--- config.mk ---
export PLATFORM = sky130hd
export DESIGN_NAME = perm_drain_flat
export DESIGN_NICKNAME = d
export VERILOG_FILES = /design/src/rtl/perm_drain_pkg.sv /design/src/rtl/perm_drain_if.sv /design/src/rtl/perm_drain_xy5_cnt.sv /design/src/rtl/perm_drain.sv /design/src/flat_wrapper.sv
export SDC_FILE = /design/constraint.sdc
export NUM_CORES = 1
export LEC_CHECK = 0
export CAP_MARGIN = 40
export CORE_UTILIZATION = 36
export CTS_CLUSTER_DIAMETER = 60
export DETAILED_ROUTE_END_ITERATION = 10
export GPL_TIMING_DRIVEN = 0
export PLACE_DENSITY_LB_ADDON = 0.1
export REMOVE_ABC_BUFFERS = 1
export SLEW_MARGIN = 5
export SYNTH_ARGS = -nofsm -noshare
export SYNTH_HDL_FRONTEND = slang
export SYNTH_SLANG_ARGS = --single-unit
--- constraint.sdc ---
create_clock -name clk -period 1.56 [get_ports clk]
set_input_delay 0.156 -clock clk [delete_from_list [all_inputs] [get_ports clk]]
set_output_delay 0.156 -clock clk [all_outputs]
set_load 0.005 [all_outputs]
--- src/rtl/perm_drain_pkg.sv ---
// Shared types for the permutation core and its output drain: FSM states,
// 5x5 lane geometry, and the 64-bit lane word.
package perm_drain_pkg;

  localparam int LANES = 25;
  localparam int DIM   = 5;

  typedef logic [2:0]  coord_t;
  typedef logic [63:0] lane_t;

  localparam coord_t COORD_MAX = coord_t'(DIM - 1);

  typedef enum logic [1:0] {
    ST_IDLE  = 2'd0,
    ST_SEND  = 2'd1,
    ST_FLUSH = 2'd2,
    ST_DONE  = 2'd3
  } state_e;

endpackage

--- src/rtl/perm_drain_if.sv ---
// Drain-side bundle: start/busy/done control, lane memory read port, and the
// output lane stream.
interface perm_drain_if;

  logic                  start;
  logic                  busy;
  logic                  done;
  perm_drain_pkg::coord_t rx;
  perm_drain_pkg::coord_t ry;
  perm_drain_pkg::lane_t  rd;
  // Stream handshake: pushout is valid, stopout is the inverse of ready. A lane
  // moves on a posedge where pushout=1 and stopout=0; while stopout=1 the
  // producer holds pushout, firstout and dout unchanged.
  logic                  pushout;
  logic                  stopout;
  logic                  firstout;
  perm_drain_pkg::lane_t  dout;

  modport master (
    input  start, rd, stopout,
    output busy, done, rx, ry, pushout, firstout, dout
  );

  modport slave (
    output start, rd, stopout,
    input  busy, done, rx, ry, pushout, firstout, dout
  );

endinterface

--- src/rtl/perm_drain_xy5_cnt.sv ---
// 5x5 lane pointer, x fastest; wraps from (4,4) back to (0,0).
module xy5_cnt
  import perm_drain_pkg::*;
(
  input  logic   clk,
  input  logic   rst,
  input  logic   clr,
  input  logic   inc,
  output coord_t x,
  output coord_t y,
  output logic   last
);

  always_ff @(posedge clk) begin
    if (rst || clr) begin
      x <= '0;
      y <= '0;
    end else if (inc) begin
      if (x == COORD_MAX) begin
        x <= '0;
        y <= (y == COORD_MAX) ? '0 : y + coord_t'(1);
      end else begin
        x <= x + coord_t'(1);
      end
    end
  end

  assign last = (x == COORD_MAX) && (y == COORD_MAX);

endmodule

--- src/rtl/perm_drain.sv ---
// Streams the 25 lanes of a finished permutation state out of memory through a
// one-deep output register with a valid/stop handshake.
module perm_drain
  import perm_drain_pkg::*;
(
  input  logic        clk,
  input  logic        rst,
  perm_drain_if.master bus,
  output state_e      state_dbg
);

  state_e state_q, state_d;
  coord_t ptr_x, ptr_y;
  logic   ptr_last;
  logic   load, drain, cnt_clr;
  logic   pushout_q, firstout_q;
  lane_t  dout_q;

  xy5_cnt u_ptr (
    .clk  (clk),
    .rst  (rst),
    .clr  (cnt_clr),
    .inc  (load),
    .x    (ptr_x),
    .y    (ptr_y),
    .last (ptr_last)
  );

  always_ff @(posedge clk) begin
    if (rst) state_q <= ST_IDLE;
    else     state_q <= state_d;
  end

  always_comb begin
    state_d = state_q;
    load    = 1'b0;
    drain   = 1'b0;
    cnt_clr = 1'b0;
    case (state_q)
      ST_IDLE: begin
        cnt_clr = 1'b1;
        if (bus.start) state_d = ST_SEND;
      end
      ST_SEND: begin
        // Refill whenever the register is empty or its lane leaves this edge.
        load = !pushout_q || !bus.stopout;
        if (load && ptr_last) state_d = ST_FLUSH;
      end
      ST_FLUSH: begin
        drain = pushout_q && !bus.stopout;
        if (drain) state_d = ST_DONE;
      end
      ST_DONE: state_d = ST_IDLE;
      default: state_d = ST_IDLE;
    endcase
  end

  always_ff @(posedge clk) begin
    if (rst) begin
      pushout_q  <= 1'b0;
      firstout_q <= 1'b0;
      dout_q     <= '0;
    end else if (load) begin
      pushout_q  <= 1'b1;
      firstout_q <= (ptr_x == '0) && (ptr_y == '0);
      dout_q     <= bus.rd;
    end else if (drain) begin
      pushout_q  <= 1'b0;
    end
  end

  assign bus.rx       = ptr_x;
  assign bus.ry       = ptr_y;
  assign bus.pushout  = pushout_q;
  assign bus.firstout = firstout_q;
  assign bus.dout     = dout_q;
  assign bus.busy     = (state_q == ST_SEND) || (state_q == ST_FLUSH);
  assign bus.done     = (state_q == ST_DONE);
  assign state_dbg    = state_q;

endmodule

--- src/flat_wrapper.sv ---
// flat-port wrapper written by rule: the top's interface ports become plain ports
module perm_drain_flat import perm_drain_pkg::*;
  (clk, rst, state_dbg, bus_start, bus_rd, bus_stopout, bus_busy, bus_done, bus_rx, bus_ry, bus_pushout, bus_firstout, bus_dout);
  perm_drain_if bus_i ();
  input  logic clk;
  input  logic rst;
  output state_e state_dbg;
  input wire logic [$bits(bus_i.start)-1:0] bus_start;
  input wire logic [$bits(bus_i.rd)-1:0] bus_rd;
  input wire logic [$bits(bus_i.stopout)-1:0] bus_stopout;
  output wire logic [$bits(bus_i.busy)-1:0] bus_busy;
  output wire logic [$bits(bus_i.done)-1:0] bus_done;
  output wire logic [$bits(bus_i.rx)-1:0] bus_rx;
  output wire logic [$bits(bus_i.ry)-1:0] bus_ry;
  output wire logic [$bits(bus_i.pushout)-1:0] bus_pushout;
  output wire logic [$bits(bus_i.firstout)-1:0] bus_firstout;
  output wire logic [$bits(bus_i.dout)-1:0] bus_dout;
  assign bus_i.start = bus_start;
  assign bus_i.rd = bus_rd;
  assign bus_i.stopout = bus_stopout;
  assign bus_busy = bus_i.busy;
  assign bus_done = bus_i.done;
  assign bus_rx = bus_i.rx;
  assign bus_ry = bus_i.ry;
  assign bus_pushout = bus_i.pushout;
  assign bus_firstout = bus_i.firstout;
  assign bus_dout = bus_i.dout;
  perm_drain u_core (.clk(clk), .rst(rst), .bus(bus_i), .state_dbg(state_dbg));
endmodule
* After elaboration in Yosys (flattened, before gate mapping) *
Index checks and enable logic that the tools add are counted.

storage, ports and cells
  register bits after elaboration = 74
  bits in latches = 0
  memory bits (writable) = 0
  ROM bits = 0
  input bits = 68
  output and inout port bits = 76
  memories = 0

cells by class
  add/subtract/negate cells = 2
  multipliers = 0
  div/mod/pow operators = 0
  magnitude comparators = 0
  equality and inequality tests = 8
  shift operators = 0
  muxes and demuxes = 11
  bitwise operators = 0
  reductions and logical operators = 15

operator list
  kind                   count
  $pmux W2 S4            1
  $add A3 B1 Y3 const B  2
  $eq A3 B3 Y1 const B   2
  $logic_not A3 Y1       2
  $mux W2                3
  $mux W3                2
  $mux W1                5
  $eq A2 B2 Y1 const B   2
  $logic_and A1 B1 Y1    4
  $ne A2 B1 Y1 const B   2
  $logic_or A1 B1 Y1     3
  $reduce_and A3 Y1      1
  $eq A2 B1 Y1 const B   1
  $logic_not A1 Y1       2
  $logic_not A2 Y1       1
  $ne A2 B2 Y1 const B   1
  $reduce_and A2 Y1      1
  $reduce_bool A2 Y1     1

* Longest topological paths before layout *
  depth after elaboration = 5
  gate-level depth with buffers = 7
  mapped depth without buffers = 6

* Cells and area by module *
Synthesis repeated with hierarchy kept, for this count alone.

second synthesis, totals
  cell total of the unflattened synthesis = 347
  area, all modules = 3,103.0 µm²

by module, submodules not included
  module      instances  cells each  area each (µm²)
  perm_drain  1          308         2,778.9
  xy5_cnt     1          39          324.1

* Worst setup path before layout *
Ideal clock, no wire load.

  path type = reg2reg
  start = register u_core.state_q[1], in the netlist u_core.state_dbg[1]
  end = register u_core.firstout_q, in the netlist u_core.bus.firstout
  arrival time = 1.349 ns
  data required time = 1.432 ns
  setup slack = 0.084 ns
  stages on the path, launching flop included = 8
  buffers on the path = 2
  clock period less this slack = 1.476 ns
  cells stage by stage = dfxtp_1 inv_1 ha_1 a21bo_1 buf_6 buf_2 a21oi_1 nor2_1

on the way
  longest elaborated chain between the ends = 2

RTL lines
  element                 line              text
  start, declared         perm_drain.sv:12  state_e state_q, state_d;
  start signal, assigned  perm_drain.sv:31  else state_q <= state_d;
  $eq A2 B1 Y1            perm_drain.sv:39  case (state_q)
  $mux W1                 perm_drain.sv:39
  end signal, assigned    perm_drain.sv:65  firstout_q <= (ptr_x == '0) && (ptr_y == '0);
  end, declared           perm_drain.sv:16  logic pushout_q, firstout_q;

No other way between the ends.
A chain may end at the register's enable or synchronous reset.

* Final worst setup path *
  start = register u_core.state_q[0], in the netlist u_core.state_dbg[0]
  end = output bus_done

on the way
  longest elaborated chain between the ends = 1

RTL lines
  element        line                text
  $eq A2 B2 Y1   perm_drain.sv:78    assign bus.done = (state_q == ST_DONE);
  end, declared  flat_wrapper.sv:12  output wire logic [$bits(bus_i.done)-1:0] bus_done;

No other way between the ends.

==> results.sh <==
export IMPL_grt_max_degree=47
export IMPL_firstDrtPassIters=6
export IMPL_syn_to_final_growth_pct=63.1
export IMPL_ys_types=32
export IMPL_worstPathCellList="ha_1 -> clkdlybuf4s50_1"
export IMPL_drive_gt1_share_pct=8.78
export IMPL_peakVddDrop_uv=659
export IMPL_fin_util_pct=62.4
export IMPL_ant_nets=0
export IMPL_antenna_found_initial=0
export IMPL_slowest_stage="clkdlybuf4s50_1"
export IMPL_reg2reg_depth=6
export IMPL_tightest_slew_ns=0.501
export IMPL_setup_viol=0
export IMPL_overflow=0
export IMPL_synth_area_leaders="dfxtp_1, nand2_1, a21oi_1"
export IMPL_port_buffer_count=143
export IMPL_worstReg2RegEnd="u_core.state_dbg[1]"
export IMPL_ys_warn_count=0
export IMPL_die_area_um2=8220
export IMPL_final_common_cell="clkdlybuf4s50_1"
export IMPL_htreeDepth=3
export IMPL_grt_setup_unrepaired="yes"
export IMPL_initial_utilization_pct=38.2
export IMPL_synthesis_area_um2=2830
export IMPL_cp_end_kind="output pin"
export IMPL_ff2ff_setup_slack_ns=0.08
export IMPL_num_nets_final=564
export IMPL_max_slew_margin_pct=66.6
export IMPL_row_count=31
export IMPL_synth_top_area_share_pct=52.3
export IMPL_ys_ff_latch=74
export IMPL_clock_sinks=74
export IMPL_worst_setup_path_start_kind="flop"
export IMPL_synth_edf_count=0
export IMPL_fmax_mhz=659
export IMPL_hold_end="u_core.bus.firstout"
export IMPL_path_max_fanout=5
export IMPL_clk_pin_slew_ns=0.07
export IMPL_hp_class="input port to flop"
export IMPL_root_buffer="clkbuf_8"
export IMPL_drtIter0Drc=67
export IMPL_fp_dieW_um=90.7
export IMPL_clock_skew_ns=0.0105
export IMPL_slowest_delay_ns=0.49
export IMPL_hold_viol=0
export IMPL_cap_violations=0
export IMPL_slew_violations=0
export IMPL_drc=0
export IMPL_ios=144
export IMPL_clkLatencyLatePin_ns=0.33
export IMPL_ctsHoldBuffers=0
export IMPL_wire_per_inst_um=13.1
export IMPL_syn_avg_cell_area_um2=8.14
export IMPL_total_power_mw=7.08
export IMPL_syn_inst=348
export IMPL_arrival_ns=1.36
export IMPL_grt_pass1_wl_mm=12.4
export IMPL_synth_flop_cell="dfxtp_1"
export IMPL_p_per_area_nw_per_um2=1530
export IMPL_dp_hpwl_mm=4.92
export IMPL_min_from="rst"
export IMPL_via_per_inst=4.68
export IMPL_core_um2=7410
export IMPL_cts_tree="done"
export IMPL_synth_largest_area_cell="dfxtp_1"
export IMPL_drt_total_wl_mm=7.69
export IMPL_track_usage_pct=18.9
export IMPL_min_period_ns=1.52
export IMPL_criticalPathCategory="flop to output pin"
export IMPL_p_leak_nw=1.67
export IMPL_clockBufferDepth=2
export IMPL_final_cell_mix="clkdlybuf4s50_1, nand2_1, dfxtp_1"
export IMPL_numCtsBuffers=9
export IMPL_async_flop_share_pct=0
export IMPL_gp_congestion=0.684
export IMPL_first_global_vias=2618
export IMPL_worstHoldPathCells=2
export IMPL_rr_startpoint="u_core.u_ptr.y[0]"
export IMPL_diodes=0
export IMPL_critPathRequiredTime_ns=1.40
export IMPL_routed_via_count=2757
export IMPL_die_y_um=90.7
export IMPL_status="finished, final reports clean"
export IMPL_finalCritPeriodShare_pct=97.2
export IMPL_ys_seq_area_share_pct=52.3
[synth_stat cells, types with 2 or more instances]
| master | number |
|---|---|
| o21ai_1 | 3 |
| nand3b_1 | 2 |
| ha_1 | 9 |
| nand3_1 | 2 |
| buf_4 | 5 |
| dfxtp_1 | 74 |
| nand2_1 | 132 |
| clkbuf_1 | 7 |
| a21oi_1 | 72 |
| buf_6 | 2 |
| nor2_1 | 5 |
| buf_2 | 9 |
| inv_1 | 7 |
[through the flow]
| stage | cell area, µm² | hold WS, ns | instances | TNS [ns] | setup slack, ns |
|---|---|---|---|---|---|
| 6_report | 4620 | 0.283 | 589 | 0 | 0.0433 |
| 5_1_grt | 4620 | 0.305 | 589 | -0.0196 | -0.00930 |
| 4_1_cts | 4590 | 0.259 | 589 | 0 | 0.0113 |
| 3_5_place_dp | 4320 | 0.446 | 569 | -23.58 | -0.455 |
| 3_3_place_gp | 4250 | 0.441 | 566 | -124.29 | -1.73 |
| 2_1_floorplan | 2700 | 0.225 | 324 | -52.64 | -0.786 |
[per-layer routing]
layer	global-route usage, %	wire, µm	vias up
met5	0	0	-
met3	6.99	698	9
met2	31.0	3590	97
li1	-	-	1402
met1	22.4	3310	1249
met4	6.85	95	0
[kinds of logic after synthesis]
family / share of synthesized area, %
and+or+nand+nor: 21.8
AOI/OAI and AO/OA: 15.9
DFF: 52.3
buffers and inverters: 5.70
adders and majority gates: 3.98
xor gates and xnor gates: 0.309
[critical path, delay by kind of cell, from the launching register on]
| kind | cells | cell delay (ns) |
|---|---|---|
| adders and majority gates | 1 | 0.15 |
| buffers and inverters | 1 | 0.49 |
| DFF | 1 | 0.39 |
[cell type report]
| cell class | count | area, µm² |
|---|---|---|
| Tap cell | 99 | 124 |
| Clock inverter | 5 | 81.3 |
| Sequential cell | 74 | 1490 |
| Multi-Input combinational cell | 245 | 1260 |
| Inverter | 7 | 26.3 |
| Fill cell | 662 | 2790 |
| Clock buffer | 9 | 124 |
| Timing Repair Buffer | 150 | 1520 |
[state kept, by name (all words and copies together), names as in the netlist]
signal,flops
u_core.bus.dout,64
u_core.u_ptr.x,3
u_core.u_ptr.y,3
u_core.state_dbg,2
u_core.bus.firstout,1
u_core.bus.pushout,1
[worst max-delay path by stage]
stage | end | depth (start not counted) | startpoint | slack [ns]
after floorplan | u_core.u_ptr.y[2] | 5 | u_core.state_dbg[1] | -0.79
after global placement | u_core.bus.dout[3] | 5 | bus_stopout | -1.73
after detailed placement | u_core.bus.dout[45] | 6 | bus_stopout | -0.46
after CTS | bus_pushout | 1 | u_core.bus.pushout | 0.01
after global routing | u_core.state_dbg[0] | 6 | u_core.u_ptr.y[0] | -0.009
final | bus_done | 2 | u_core.state_dbg[0] | 0.04
[where the power goes]
part	leakage (nW)	switching [mW]	total, mW	internal [mW]
combinational	0.960	1.37	2.93	1.56
clock	0.101	0.669	1.55	0.883
sequential	0.605	0.254	2.60	2.34
total	1.67	2.30	7.08	4.78
[what timing repair did]
| item | 4_1_cts | 5_1_grt |
|---|---|---|
| pin swaps | 1 | 2 |
| setup endpoints to repair | 73 | 17 |
| gates cloned | 2 | 0 |
| setup buffers | 4 | 0 |
| endpoints found under the hold margin | 0 | 0 |
| resized for setup | 7 | 9 |
(Power assumes the default switching activity.)
